File: src/rtl/aob_uart_tx.sv
// rtl/aob_uart_tx.sv - byte FIFO feeding an 8N1 UART transmitter behind the CPU output bus
module aob_uart_tx #(
    parameter int CLKS_PER_BIT = 4,
    parameter int FIFO_DEPTH   = 8
) (
    input  logic                          clk_i,
    input  logic                          rst_i,
    input  logic                          wr_i,
    input  logic [7:0]                    data_i,
    input  logic                          clr_ovf_i,
    output logic                          tx_o,
    output logic                          busy_o,
    output logic                          empty_o,
    output logic                          full_o,
    output logic [$clog2(FIFO_DEPTH):0]   count_o,
    output logic                          ovf_o
);

    localparam int AW = $clog2(FIFO_DEPTH);
    localparam int CW = AW + 1;
    localparam int BW = $clog2(CLKS_PER_BIT);

    typedef enum logic [1:0] {
        IDLE,
        START,
        DATA,
        STOP
    } state_t;

    state_t          state_q, state_d;
    logic [BW-1:0]   baud_q, baud_d;
    logic [2:0]      bit_q, bit_d;
    logic [7:0]      shift_q, shift_d;
    logic            tx_q, tx_d;
    logic            ovf_q, ovf_d;

    logic [7:0]      mem_q [FIFO_DEPTH];
    logic [AW-1:0]   wr_ptr_q, wr_ptr_d;
    logic [AW-1:0]   rd_ptr_q, rd_ptr_d;
    logic [CW-1:0]   count_q, count_d;

    logic            full;
    logic            empty;
    logic            push;
    logic            pop;
    logic            baud_last;

    // Fullness and emptiness are judged on pre-edge state, so a drop happens
    // even when a pop lands on the same edge, and a fresh byte is never popped
    // on the edge that writes it.
    assign full      = (count_q == CW'(FIFO_DEPTH));
    assign empty     = (count_q == '0);
    assign push      = wr_i & ~full;
    assign baud_last = (baud_q == BW'(CLKS_PER_BIT - 1));

    always_comb begin
        state_d = state_q;
        baud_d  = baud_q;
        bit_d   = bit_q;
        shift_d = shift_q;
        tx_d    = tx_q;
        pop     = 1'b0;
        case (state_q)
            IDLE: begin
                baud_d = '0;
                bit_d  = '0;
                tx_d   = 1'b1;
                if (!empty) begin
                    pop     = 1'b1;
                    shift_d = mem_q[rd_ptr_q];
                    tx_d    = 1'b0;
                    state_d = START;
                end
            end
            START: begin
                if (baud_last) begin
                    baud_d  = '0;
                    bit_d   = '0;
                    tx_d    = shift_q[0];
                    state_d = DATA;
                end else begin
                    baud_d = baud_q + BW'(1);
                end
            end
            DATA: begin
                if (baud_last) begin
                    baud_d = '0;
                    if (bit_q == 3'd7) begin
                        tx_d    = 1'b1;
                        state_d = STOP;
                    end else begin
                        bit_d   = bit_q + 3'd1;
                        shift_d = {1'b0, shift_q[7:1]};
                        tx_d    = shift_q[1];
                    end
                end else begin
                    baud_d = baud_q + BW'(1);
                end
            end
            STOP: begin
                if (baud_last) begin
                    baud_d = '0;
                    // Chain straight into the next start bit when more data waits.
                    if (!empty) begin
                        pop     = 1'b1;
                        shift_d = mem_q[rd_ptr_q];
                        tx_d    = 1'b0;
                        state_d = START;
                    end else begin
                        state_d = IDLE;
                    end
                end else begin
                    baud_d = baud_q + BW'(1);
                end
            end
            default: begin
                tx_d    = 1'b1;
                state_d = IDLE;
            end
        endcase
    end

    always_comb begin
        wr_ptr_d = wr_ptr_q;
        rd_ptr_d = rd_ptr_q;
        count_d  = count_q;
        if (push) begin
            wr_ptr_d = wr_ptr_q + AW'(1);
        end
        if (pop) begin
            rd_ptr_d = rd_ptr_q + AW'(1);
        end
        case ({push, pop})
            2'b10:   count_d = count_q + CW'(1);
            2'b01:   count_d = count_q - CW'(1);
            default: count_d = count_q;
        endcase
    end

    always_comb begin
        ovf_d = ovf_q;
        if (wr_i && full) begin
            ovf_d = 1'b1;
        end else if (clr_ovf_i) begin
            ovf_d = 1'b0;
        end
    end

    always_ff @(posedge clk_i) begin
        if (push) begin
            mem_q[wr_ptr_q] <= data_i;
        end
    end

    always_ff @(posedge clk_i or posedge rst_i) begin
        if (rst_i) begin
            state_q  <= IDLE;
            baud_q   <= '0;
            bit_q    <= '0;
            shift_q  <= '0;
            tx_q     <= 1'b1;
            ovf_q    <= 1'b0;
            wr_ptr_q <= '0;
            rd_ptr_q <= '0;
            count_q  <= '0;
        end else begin
            state_q  <= state_d;
            baud_q   <= baud_d;
            bit_q    <= bit_d;
            shift_q  <= shift_d;
            tx_q     <= tx_d;
            ovf_q    <= ovf_d;
            wr_ptr_q <= wr_ptr_d;
            rd_ptr_q <= rd_ptr_d;
            count_q  <= count_d;
        end
    end

    assign tx_o    = tx_q;
    assign busy_o  = (state_q != IDLE);
    assign empty_o = empty;
    assign full_o  = full;
    assign count_o = count_q;
    assign ovf_o   = ovf_q;

endmodule

File: config.mk
export PLATFORM = sky130hd
export DESIGN_NAME = aob_uart_tx
export DESIGN_NICKNAME = d
export VERILOG_FILES = /design/src/rtl/aob_uart_tx.sv
export SDC_FILE = /design/constraint.sdc
export NUM_CORES = 1
export LEC_CHECK = 0
export CAP_MARGIN = 10
export CORE_MARGIN = 4
export CORE_UTILIZATION = 56
export CTS_BUF_LIST = sky130_fd_sc_hd__clkbuf_2
export DETAILED_ROUTE_END_ITERATION = 16
export DONT_BUFFER_PORTS = 1
export PLACE_DENSITY_LB_ADDON = 0.08
export SYNTH_ARGS = -nofsm -noshare
export SYNTH_HDL_FRONTEND = slang
export SYNTH_SLANG_ARGS = --single-unit
File: constraint.sdc
create_clock -name clk_i -period 2.35 [get_ports clk_i]
set_input_delay 0.1175 -clock clk_i [delete_from_list [all_inputs] [get_ports clk_i]]
set_output_delay 0.1175 -clock clk_i [all_outputs]
set_load 0.05 [all_outputs]
==> results of run 1 <==
## critical path: cells and delay by family, from the launching register on
family | cells | cell delay (ns)
and+or+nand+nor | 3 | 0.67
DFF | 1 | 0.48
xor gates and xnor gates | 3 | 0.43
adders and majority gates | 2 | 0.37
AOI/OAI and AO/OA | 1 | 0.12
buffers and inverters | 1 | 0.08
## where the power goes
part	leakage, nW	switching [W]	internal, W
Sequential	0.902	0.000287	0.00214
Clock	0.0917	0.000502	0.000467
Combinational	0.742	0.00140	0.00129
## layout by cell type, fill, tap and decap left out, types with 2 or more instances in the layout
cell type	instances
dlygate4sd3_1	12
a21oi_1	5
mux2i_1	6
xor2_1	4
xnor2_1	4
a32oi_1	4
nand3_1	2
mux4_2	16
inv_1	8
a221oi_1	4
edfxtp_1	64
nand2b_1	5
dfrtp_2	4
or2_2	3
dfrtp_1	22
ha_1	13
nor3_1	4
nor2_1	17
nand2_1	22
o21ai_0	4
bufinv_16	3
mux2_2	6
buf_4	29
clkbuf_2	10
## metal layers
metal | vias up | routed length [um] | GRT usage | part of all wire
met3 | 9 | 217 | 0.0328 | 0.032
met2 | 34 | 3340 | 0.294 | 0.50
met4 | 0 | 82 | 0.0594 | 0.012
met1 | 1062 | 3080 | 0.226 | 0.46
li1 | 1040 | - | - | -
met5 | - | 0 | 0 | 0
## final cells by class
class	instances	area (um^2)
Fill cell	504	2220
Clock buffer	10	50.0
Inverter	10	42.5
Tap cell	96	120
Sequential cell	91	2600
Multi-Input combinational cell	140	1320
Timing Repair Buffer	42	358
Clock inverter	6	113
## state kept, by name, indices dropped and copies added, names as in the netlist
name	count
state_q	2
bit_q	3
count_o	4
wr_ptr_q	3
tx_o	1
rd_ptr_q	3
ovf_o	1
baud_q	2
shift_q	8
mem_q	64
## cell usage after synthesis, types with 2 or more instances
cell type	count	area share
nor2b_1	2	0.0032
or2_2	3	0.0047
edfxtp_1	64	0.48
buf_4	2	0.0038
o21ai_0	5	0.0063
ha_1	14	0.044
a21oi_1	6	0.0076
buf_2	4	0.0050
mux2i_1	6	0.015
dfrtp_1	26	0.16
a32oi_1	4	0.0088
inv_1	9	0.0085
xor2_1	4	0.0088
nor2_1	17	0.016
mux4_2	16	0.091
nand2_1	22	0.021
nor3_1	4	0.0050
xnor2_1	4	0.0088
mux2_2	6	0.017
a221oi_1	4	0.0088
nand2b_1	5	0.0079
nand3_1	2	0.0025
## through the flow
step	hold slack, ns	total power [W]	TNS (ns)
6_report	0.0891	0.00608	0
5_1_grt	0.0471	0.00650	0
4_1_cts	0.0530	0.00611	0
3_5_place_dp	0.0988	0.00512	0
3_3_place_gp	0.0975	0.00509	0
2_1_floorplan	0.169	0.00440	-0.639
## cell families after synthesis
group | synth area share
muxes | 0.129
adders and majority gates | 0.0441
xor gates and xnor gates | 0.0176
AOI/OAI and AO/OA | 0.0586
buffers and inverters | 0.0224
and+or+nand+nor | 0.0734
DFF | 0.654
## repair_timing
action | CTS | global route
hold buffers | 12 | 0
resized for setup | 0 | 1
setup buffers | 0 | 2
setup endpoints to repair | 0 | 1
hold endpoints to repair | 95 | 0
## how the worst max path moves through the flow
stage / startpoint / end / slack, ns / cells after the start
after detailed placement: state_q[0] / count_o[2] / 0.10 / 10
after CTS: state_q[0] / count_o[2] / 0.08 / 10
final: count_o[1] / count_o[2] / 0.12 / 10
after global routing: count_o[0] / count_o[2] / 0.006 / 10
after floorplan: count_o[1] / count_o[2] / -0.25 / 11
after global placement: count_o[1] / count_o[2] / 0.16 / 10
==> results by group, run 1 <==
Run status
  – Outcome: complete, no violations

Routing
  – First DRT Iteration DRCs: 76
  – Via count: 2145
  – Antenna viol nets, final: 0
  – Routed len/inst: 17.0 um
  – Drt pass-1 iters: 6
  – Residual DRC: 0
  – Final wirelength: 6730 um
  – Vias/cell: 5.43

Synth
  – EDFF count, synth: 64
  – Mapped Avg Cell Area: 16.0 um^2
  – Syn nets: 274
  – Flops & latches, synth: 91
  – Prevailing post-synth register cell: edfxtp_1
  – Yosys cell types: 41
  – Netlist Area Pre-Place: 3970 um^2
  – Async S/R FF share, synth: 0.297
  – Syn Inst Count: 248
  – Synth warn: 0
  – Sequential share of the synthesized area: 0.654

Finish
  – Layout cells sized above 1: 0.298
  – Fin cells: 395
  – Final core occ: 0.674
  – Cell area after layout: 4610 um^2
  – # nets final: 320
  – Antenna diodes: 0
  – Area grow syn2layout: 16.0%

Die
  – Rows: 30
  – Die Y: 92.2 um
  – Die W: 92.2 um
  – Initial Util: 0.581
  – IO Count: 21
  – Core ar.: 6830 um^2
  – Die footprint: 8500 um^2

Placement
  – GPL Wtd Cong: 0.714
  – Post-DP Area: 4300 um^2
  – IO Port Bufs: 0
  – Placed Instances: 365
  – Post-DP HPWL: 4530 um
  – Pre-CTS setup slack: 0.101 ns

Setup path
  – Worst path most repeated cell: xor2_1
  – Reg2reg start: count_o[1]
  – Worst-path maximum fanout: 5
  – CP max stage delay: 0.56 ns
  – CP cell instances: or4_4 > clkinv_4 > nor3_4 > ha_4 > xor2_1 > ha_1 > a21oi_2 > xor2_1 > nor2_1 > xor2_1
  – Crit path kind: reg -> reg
  – Reg2reg setup slack: 0.12 ns
  – CP required: 2.76 ns
  – RR Endpoint: count_o[2]
  – CP max-delay cell: or4_4
  – Nature of the critical path endpoint: flop
  – R2R depth: 10
  – CP arrival: 2.64 ns
  – Worst setup SP type: flop

CTS
  – CTS tree: done
  – H-tree depth: 3
  – Clk root buf: clkbuf_2
  – Clock transition at the registers of the reported paths: 0.23 ns
  – Total CTS buffers: 9
  – Clock Latency Late Sink: 0.49 ns
  – CTS sink count: 91
  – Bufs on Longest Clock Path: 2

Global route
  – Initial antenna violation count: 0
  – First-pass GRT wire length: 10900 um
  – Largest net degree at the start of global routing: 28
  – Gr usage total: 0.174
  – Grt total ovfl: 0
  – Vias in the first global route: 2147

Timing
  – Worst Skew: 0.0161 ns
  – Max Clk Rate: 0.449 GHz
  – Worst-Margin Slew: 0.535 ns
  – Unrepaired setup endpoints after global routing: false
  – Post-route clock period utilization: 0.947
  – Final setup violation count: 0
  – Max-slew violation count: 0
  – Slew Limit Headroom: 0.644
  – Setup ws final: 0.124 ns
  – Final hold vios: 0
  – Final min period: 2.23 ns

Power and ir drop
  – PD cells: 1320 nW/um^2
  – Peak supply drop: 584 uV
  – LEAKAGE: 1.73 nW

Hold path
  – Worst hold path class: in -> async

Job
  – Max_cap viols: 0
Power figures use the tool's default switching activity.
==> inputs of run 2 (changes only) <==
Settings changed: SETUP_SLACK_MARGIN from default to 0.3.
==> run 2 against run 1 <==
Global-route usage grew 1.5 points. Highest routed layer unchanged. Largest cell class unchanged. Flip-flop and latch count unchanged. Via count increased by 4.2%. Critical endpoint unchanged. Total power rose by 1.0%. Non-clock buffer count increased by 8.
==> results by group, run 2 (synthesis gave the netlist of run 1 again) <==
Run status
  – Outcome: complete, no violations

Routing
  – Residual DRC: 0
  – Wl on met1: 3120 um
  – Drt pass-1 iters: 4
  – Routed wl met2: 3720 um
  – Routed len/inst: 18.0 um
  – Via count: 2235
  – Antenna viol nets, final: 0
  – Top Metal Used: met4
  – Final wirelength: 7240 um
  – Metal3 WL: 266 um
  – Vias/cell: 5.55
  – First DRT Iteration DRCs: 93

Timing
  – Worst-Margin Slew: 0.674 ns
  – Worst Skew: 0.0244 ns
  – Unrepaired setup endpoints after global routing: true
  – Final min period: 2.19 ns
  – Max Clk Rate: 0.456 GHz
  – Max-slew violation count: 0
  – Final setup violation count: 0
  – Post-route clock period utilization: 0.933
  – Setup ws final: 0.158 ns
  – Slew Limit Headroom: 0.551
  – Final hold vios: 0

Finish
  – Largest Register: mem_q
  – Max FFs per register: 64
  – Antenna diodes: 0
  – Layout cells sized above 1: 0.365
  – Area grow syn2layout: 18.0%
  – Most frequent cells in the layout: edfxtp_1, buf_4, nand2_1, dfrtp_1, mux4_2
  – Commonest non-fill, non-tap cell in the layout: edfxtp_1
  – # nets final: 328
  – Cell area after layout: 4680 um^2

Die
  – Die Y: 92.2 um
  – Core ar.: 6830 um^2
  – Initial Util: 0.581
  – Die W: 92.2 um
  – IO Count: 21
  – Rows: 30
  – Die footprint: 8500 um^2

Placement
  – Post-DP Area: 4320 um^2
  – Post-DP HPWL: 4720 um
  – IO Port Bufs: 0
  – GPL Wtd Cong: 0.751
  – Pre-CTS setup slack: -0.0751 ns

Hold path
  – Worst hold path class: in -> async

CTS
  – Clock Latency Late Sink: 0.54 ns
  – H-tree depth: 3
  – Bufs on Longest Clock Path: 2
  – Clock transition at the registers of the reported paths: 0.25 ns
  – CTS tree: done
  – CTS sink count: 91
  – Total CTS buffers: 9
  – Clk root buf: clkbuf_2

Power and ir drop
  – Switch Pwr: 0.00241 W
  – P_int: 0.00373 W
  – Peak supply drop: 773 uV
  – Combinational group share of total power: 0.488
  – Sw frac: 0.392
  – Reg power frac: 0.400
  – Clock Power Share: 0.112
  – LEAKAGE: 1.76 nW
  – PD cells: 1310 nW/um^2
  – Post-layout power: 0.00614 W

Setup path
  – Nature of the critical path endpoint: flop
  – CP required: 2.81 ns
  – Reg2reg start: count_o[1]
  – CP arrival: 2.65 ns
  – Crit path kind: reg -> reg
  – Worst setup SP type: flop
  – Crit path launch: count_o[1]
  – Worst-path maximum fanout: 2

Global route
  – Largest net degree at the start of global routing: 28
  – Grt total ovfl: 0
  – Vias in the first global route: 2377
  – Initial antenna violation count: 0
  – Gr usage total: 0.188
  – First-pass GRT wire length: 12100 um

Job
  – Max_cap viols: 0
-- run 2: critical path: stages, from the launching register on --
cell and delay [ns]:
dfrtp_2 0.46, or4_4 0.56, clkinv_4 0.07, nor3_4 0.04, ha_4 0.16, xor2_1 0.14, ha_2 0.18, a21oi_2 0.12
xor2_1 0.17, nor2_1 0.07, xor2_1 0.14
-- run 2: metrics by stage --
| stage | utilization | setup TNS, ns | hold slack [ns] | cells |
|---|---|---|---|---|
| floorplan | - | -0.639 | 0.169 | 248 |
| detailed placement | 0.632 | -0.0751 | 0.0967 | 365 |
| finish | 0.686 | 0 | 0.0457 | 403 |
| global placement | 0.632 | 0 | 0.0919 | 365 |
| CTS | 0.679 | 0 | 0.0235 | 401 |
| global route | 0.686 | 0 | 0.0588 | 403 |
-- run 2: layout make-up --
cell class | instances | area (um^2)
inverter | 10 | 42.5
clock buffer | 9 | 45.0
sequential | 91 | 2600
clock inverter | 7 | 52.6
multi-input combinational | 140 | 1400
fill | 493 | 2150
tap | 96 | 120
timing repair buffer | 50 | 418
-- run 2: timing repair --
action / CTS / global route
pin swaps: 6 / 6
setup endpoints to repair: 13 / 14
buffers inserted: 8 / 2
resized for setup: 7 / 6
cloned: 0 / 0
hold endpoints to repair: 94 / 0
hold buffers: 12 / 0
-- run 2: worst paths after layout --
| path | endpoint | slack [ns] | cells after the start |
|---|---|---|---|
| worst max register to register | count_o[2] | 0.16 | 10 |
| worst min-delay path | wr_ptr_q[0] | 0.05 | 3 |
| worst max-delay path | count_o[2] | 0.16 | 10 |
| worst min register to register | baud_q[0] | 0.47 | 1 |
| min in group clk_i | ovf_o | 0.24 | 3 |
| max in group asynchronous | tx_o | 1.97 | 3 |
-- run 2: power by group through the flow --
| stage | combinational, W | clock (W) | sequential [W] |
|---|---|---|---|
| after global placement | 0.00258 | 0 | 0.00251 |
| after detailed placement | 0.00264 | 0 | 0.00252 |
| after global routing | 0.00326 | 0.000801 | 0.00250 |
| after floorplan | 0.00189 | 0 | 0.00253 |
| final | 0.00299 | 0.000690 | 0.00246 |
| after CTS | 0.00287 | 0.000711 | 0.00246 |
-- run 2: routing by layer --
metal,GRT usage,vias to the layer above
met5,0,-
met4,0.0705,0
met3,0.0271,9
met2,0.305,42
met1,0.261,1129
li1,-,1055
